**src/rtl/timestamp_tx.sv**
```systemverilog
// Latches a sec/min/ovf timestamp on request and sends it as a 16-bit serial frame:
// start, 13 data bits LSB first, even parity, stop. Feeds back an ovf-clear pulse.
module timestamp_tx #(
    parameter int CLKS_PER_BIT = 16
) (
    input  logic       clk,
    input  logic       reset,
    input  logic       capture,
    input  logic [5:0] sec_in,
    input  logic [5:0] min_in,
    input  logic       ovf_in,
    output logic       rst_ovf,
    output logic       tx,
    output logic       busy,
    output logic [3:0] drop_cnt
);

    localparam logic [2:0] S_IDLE   = 3'd0;
    localparam logic [2:0] S_START  = 3'd1;
    localparam logic [2:0] S_DATA   = 3'd2;
    localparam logic [2:0] S_PARITY = 3'd3;
    localparam logic [2:0] S_STOP   = 3'd4;

    localparam logic [7:0] BAUD_LAST     = 8'(CLKS_PER_BIT - 1);
    localparam logic [3:0] DATA_LAST_IDX = 4'd12;

    logic [2:0]  r_state;
    logic [12:0] r_shift;
    logic        r_parity;
    logic [7:0]  r_baud;
    logic [3:0]  r_bit_idx;
    logic        r_tx;
    logic        r_busy;
    logic        r_rst_ovf;
    logic [3:0]  r_drop_cnt;

    logic        w_idle;
    logic        w_accept;
    logic        w_drop;
    logic        w_bit_end;
    logic [12:0] w_word;

    function automatic logic [3:0] sat_inc4(input logic [3:0] v);
        return (v == 4'hF) ? v : v + 4'd1;
    endfunction

    function automatic logic even_parity(input logic [12:0] v);
        return ^v;
    endfunction

    assign w_idle    = (r_state == S_IDLE);
    assign w_accept  = capture && w_idle;
    assign w_drop    = capture && !w_idle;
    assign w_bit_end = (r_baud == BAUD_LAST);
    assign w_word    = {ovf_in, sec_in, min_in};

    // Baud counter runs only while a frame is on the wire and reloads at every bit boundary.
    always_ff @(posedge clk or posedge reset) begin
        if (reset) begin
            r_baud <= 8'd0;
        end else if (w_idle || w_bit_end) begin
            r_baud <= 8'd0;
        end else begin
            r_baud <= r_baud + 8'd1;
        end
    end

    always_ff @(posedge clk or posedge reset) begin
        if (reset) begin
            r_shift   <= 13'd0;
            r_parity  <= 1'b0;
            r_bit_idx <= 4'd0;
        end else if (w_accept) begin
            r_shift   <= w_word;
            r_parity  <= even_parity(w_word);
            r_bit_idx <= 4'd0;
        end else if (r_state == S_DATA && w_bit_end) begin
            r_shift   <= r_shift >> 1;
            r_bit_idx <= (r_bit_idx == DATA_LAST_IDX) ? 4'd0 : r_bit_idx + 4'd1;
        end
    end

    // tx is loaded with the value of the bit being entered, so the pin is glitch-free and registered.
    always_ff @(posedge clk or posedge reset) begin
        if (reset) begin
            r_state <= S_IDLE;
            r_tx    <= 1'b1;
            r_busy  <= 1'b0;
        end else begin
            case (r_state)
                S_IDLE: begin
                    if (w_accept) begin
                        r_state <= S_START;
                        r_tx    <= 1'b0;
                        r_busy  <= 1'b1;
                    end
                end
                S_START: begin
                    if (w_bit_end) begin
                        r_state <= S_DATA;
                        r_tx    <= r_shift[0];
                    end
                end
                S_DATA: begin
                    if (w_bit_end) begin
                        if (r_bit_idx == DATA_LAST_IDX) begin
                            r_state <= S_PARITY;
                            r_tx    <= r_parity;
                        end else begin
                            r_tx    <= r_shift[1];
                        end
                    end
                end
                S_PARITY: begin
                    if (w_bit_end) begin
                        r_state <= S_STOP;
                        r_tx    <= 1'b1;
                    end
                end
                S_STOP: begin
                    if (w_bit_end) begin
                        r_state <= S_IDLE;
                        r_tx    <= 1'b1;
                        r_busy  <= 1'b0;
                    end
                end
                default: begin
                    r_state <= S_IDLE;
                    r_tx    <= 1'b1;
                    r_busy  <= 1'b0;
                end
            endcase
        end
    end

    // Overflow clear fires once, only for a timestamp that was actually taken.
    always_ff @(posedge clk or posedge reset) begin
        if (reset) begin
            r_rst_ovf <= 1'b0;
        end else begin
            r_rst_ovf <= w_accept && ovf_in;
        end
    end

    always_ff @(posedge clk or posedge reset) begin
        if (reset) begin
            r_drop_cnt <= 4'd0;
        end else if (w_drop) begin
            r_drop_cnt <= sat_inc4(r_drop_cnt);
        end
    end

    assign tx       = r_tx;
    assign busy     = r_busy;
    assign rst_ovf  = r_rst_ovf;
    assign drop_cnt = r_drop_cnt;

endmodule

```
**config.mk**
```make
export PLATFORM = sky130hd
export DESIGN_NAME = timestamp_tx
export DESIGN_NICKNAME = d
export VERILOG_FILES = /design/src/rtl/timestamp_tx.sv
export SDC_FILE = /design/constraint.sdc
export NUM_CORES = 1
export LEC_CHECK = 0
export ABC_AREA = 1
export CORE_MARGIN = 2
export CORE_UTILIZATION = 45
export DETAILED_ROUTE_END_ITERATION = 12
export HOLD_SLACK_MARGIN = 0.12
export PLACE_DENSITY = 0.67
export SLEW_MARGIN = 20
export SYNTH_ARGS = -nofsm -noshare
export SYNTH_HDL_FRONTEND = slang
export SYNTH_SLANG_ARGS = --single-unit
```
**constraint.sdc**
```tcl
create_clock -name clk -period 1.39 [get_ports clk]
set_input_delay 0.2085 -clock clk [delete_from_list [all_inputs] [get_ports clk]]
set_output_delay 0.2085 -clock clk [all_outputs]
set_load 0.02 [all_outputs]
```
==> metrics list <==
* Total clock buffers created by CTS: 5
* Crit path to: r_state[1]$_DFFE_PP0P_
- Cell internal power was estimated by the tool at 2.97 mW.
* Final Instance Count excl. Fillers: 367
* Switching part of the total power: 0.406
- At the pin with the least slew margin, the transition time is 0.310 ns.
- Yosys mapped a number of flops with a built-in enable equal to 0.
- Yosys printed 0 warnings.
- Headroom to the max-slew limit came out at 0.792.
- In this run the vertical extent of the chip is between 70 and 80 µm.
- Ratio of final minimum period to clock period: 1.04
* Hold_ws: between 0.2 and 0.25 ns
* Number of buffer cells added on primary ports: 22
* FF+latch count, synth: 36
- Overall die width: around 72 µm
- Register area share after synthesis: 0.436
* Total non-filler cell area in the finished layout: 2740 µm²
* Standard cell with the maximum stage delay on the critical path: dfrtp_1
- Area of combinational cells with multiple inputs: between 1000 and 1500 µm²
- Worst setup margin: -0.0502 ns
- The tree is rooted in a clkbuf_8.
* Synthesized instance count: 258
- Total design power: roughly 5.0 mW
- Once detail routing completed, the nets flagged for antenna violations numbered 0.
- Power spread over the standard cell area amounts to 1830 nW/µm².
* Xor and xnor fraction of the mapped netlist area: 0.0211
* Unrepaired setup endpoints after global routing: true
- The hold violation total from the final report was 0.
- The library cell used most frequently in the layout, excluding fill and tap cells, is nand2_1.
* Via count: 1793
- The first global-routing pass estimated approximately 7400 µm of wire.
- Area added between synthesis and finish: 32.1%
- The number of global-route vias before repair came to between 1500 and 2000.
- Clock-pin slew was measured on the worst setup and hold paths at approximately 0.07 ns.
* Pin count of the biggest net entering global routing: 22
* Sink count of the clock tree: 36
- STA classifies the critical path endpoint as a flip-flop.
- In this run the critical register-to-register path is captured at r_state[1]$_DFFE_PP0P_.
* # diodes: 0
- Of the total synthesized cell area, the portion taken by full adders, half adders and majority gates is 0.0242.
- On the worst path, the slowest cell contributes a delay of about 0.36 ns.
- Averaged over all synthesized cells, the footprint is approximately 8 µm².
- After synthesis, the largest family of logic cells by area is simple AND/OR/NAND/NOR gates.
* Endpoint arrival time on the critical path: 1.61 ns
- # DRC: 0
- Of the total power, combinational logic draws 0.491.
- Setup TNS after final layout: -0.413 ns
- Buffers inserted to repair hold after CTS numbered 0.
- Commonest cells after routing, fill and taps aside: 78 x nand2_1, 33 x dfrtp_1, 32 x inv_1, 28 x buf_4, 19 x nor2_1
* Placed Instances: 359
- Crit start category: flip-flop
- The first routing iteration left between 90 and 100 violations.
* Max-slew violation total from the final report: 0
* Number of search-and-repair iterations in the first detailed-routing pass: 4
* Distinct cells, synth: 37
* Std-Cell Rows: 24
* Setup crit start: r_baud[0]$_DFF_PP0_
* Fraction of the mapped netlist area in simple logic gates: 0.321
- Run status: finished, violations left
* Utilization of the core after routing: 0.624
- Crit path required time: between 1.5 and 2 ns
* Number of cells on the worst reg-to-reg path: 8
- Maximum clock insertion buffer count: 2
* Violated checks: setup timing
- Clock Skews: between 0.007 and 0.008 ns
- For this configuration, the core starts out at a cell density of 0.472.
- The core region is roughly 4400 µm².
* Max-cap check violation count: 0
- Filler cell count in the final layout: ~400
- Area fraction in compound gates after synthesis: 0.108
- TritonCTS built the clock tree.
* Post-Synthesis Net Count: approximately 280
- Overall die area: between 5000 and 6000 µm²
* Synth Cell Area: 2070 µm²
- Io pins: 23
- Most frequently used flop master after synthesis: dfrtp_1
- For the worst-skew pair, the clock arrives at the later sink with an insertion delay of 0.29 ns.
- Worst voltage drop across the vdd grid: approximately 0.0011 V
- Share of post-route cells with drive strength above 1: 0.238
- The placed instances occupy a cell area of approximately 2600 µm².
- Portion of netlist area occupied by mux cells: 0
- Average vias per placed instance: a little under 5
- Across all register-to-register paths, the minimum setup slack is -0.05 ns.
- The startpoint identified for the worst register-to-register timing path is r_baud[0]$_DFF_PP0_.
- Counting flops with an async set or reset pin after synthesis yields a share of 1.00.
- Sequential Power Share: 0.356
- For this run, the total global-route usage over all layers was measured as 0.183.
- Classification of the worst-slack hold path: input port to asynchronous set/reset pin
- Maximum level of the CTS H-tree: 2
* Min Tclk post-route: roughly 1.4 ns
- Summing all flip-flop and latch instances after layout gives between 900 and 1000 µm².
- Net switching power figure: between 2 and 2.5 mW
- Routability congestion estimate from global placement: between 0.7 and 0.8
* Largest fanout on the critical path: 3
* Drt total wl: about 4200 µm
* Fin nets: roughly 330
- Category of cells accounting for the largest share of critical-path delay: simple AND/OR/NAND/NOR gates
* Worst setup slack before clock tree synthesis: -0.143 ns
* Fmax: between 600 and 700 MHz
* Number of cells on the critical path: 8
- After global routing the overflow that remains totals 0.
* Combined buffer and inverter count along the critical path: 0
- Setup violations remaining at the end of the flow were counted as 14.
- By startpoint and endpoint, the worst setup path is classified as flip-flop to flip-flop.
* Leakage power of the design: about 1.4 nW
* Initial antenna violation count: 0
- Average wire length per cell after detail routing: about 11 µm
- Crit path cell chain: ha_2 -> nand2_2 -> nor2_4 -> nand4_1 -> nand3_2 -> nand3_2 -> nand2_1 -> nand2_1
- Clock share of power: 0.153
- The wire-length estimate of the detail-placed layout is roughly 3100 µm.
timing repair:
item,CTS,global route
setup buffers,0,0
pin swaps,0,4
resized for setup,14,12
endpoints found under the setup margin,32,28
tightest hold or removal path: stages:
cell	delay [ns]
clkdlybuf4s50_1	0.39
inv_1	0.06
buf_4	0.22
Yosys cell counts (4+ instances only):
| cell type | count | area, µm² |
|---|---|---|
| a21oi_1 | 6 | 30.0 |
| a31oi_1 | 6 | 37.5 |
| a31oi_2 | 4 | 50.1 |
| dfrtp_1 | 35 | 876 |
| ha_1 | 4 | 50.1 |
| inv_1 | 33 | 124 |
| nand2_1 | 80 | 300 |
| nand3_1 | 17 | 85.1 |
| nor2_1 | 20 | 75.1 |
| nor2_2 | 5 | 31.3 |
| nor3b_1 | 4 | 30.0 |
| o21ai_0 | 7 | 35.0 |
| xor2_1 | 5 | 43.8 |
state kept, by name (all words and copies together), names as in the netlist:
signal / cells
rst_ovf: 1
r_parity: 1
tx: 1
busy: 1
r_bit_idx: 4
drop_cnt: 4
r_state: 3
r_shift: 13
r_baud: 8
cells by family after synthesis:
logic type      after synthesis
buf+inv                      41
xor+xnor                      5
compound gates               32
simple gates                140
fa+ha+maj                     4
flops                        36
routing by layer:
metal / wire length (µm) / global-route usage / vias up
met4: 81 / 0.0755 / 0
met2: 1960 / 0.287 / 18
met1: 2030 / 0.244 / 822
met3: 91 / 0.0422 / 4
li1: - / - / 949
met5: 0 / 0 / -
cell type report:
cell class	instances	share of cell area
Multi-Input combinational cell	181	0.381
Sequential cell	36	0.331
Timing Repair Buffer	54	0.180
Inverter	36	0.0512
Clock buffer	8	0.0329
Tap cell	52	0.0238
how the worst min path moves through the flow:
stage	from	to	cells after the start
floorplan	ovf_in	rst_ovf$_DFF_PP0_	2
global placement	tx$_DFFE_PP1P_	tx$_DFFE_PP1P_	2
detailed placement	tx$_DFFE_PP1P_	tx$_DFFE_PP1P_	2
CTS	reset	drop_cnt[2]$_DFFE_PP0P_	3
global route	reset	drop_cnt[0]$_DFFE_PP0P_	3
finish	reset	drop_cnt[0]$_DFFE_PP0P_	3
power by group through the flow:
stage	clock, mW	sequential [mW]	combinational (mW)
6_report	0.765	1.78	2.45
5_1_grt	0.819	1.83	2.76
4_1_cts	0.785	1.78	2.38
3_5_place_dp	0	1.79	2.41
3_3_place_gp	0	1.79	2.36
2_1_floorplan	0	1.84	1.54
Power figures use the tool's default switching activity.
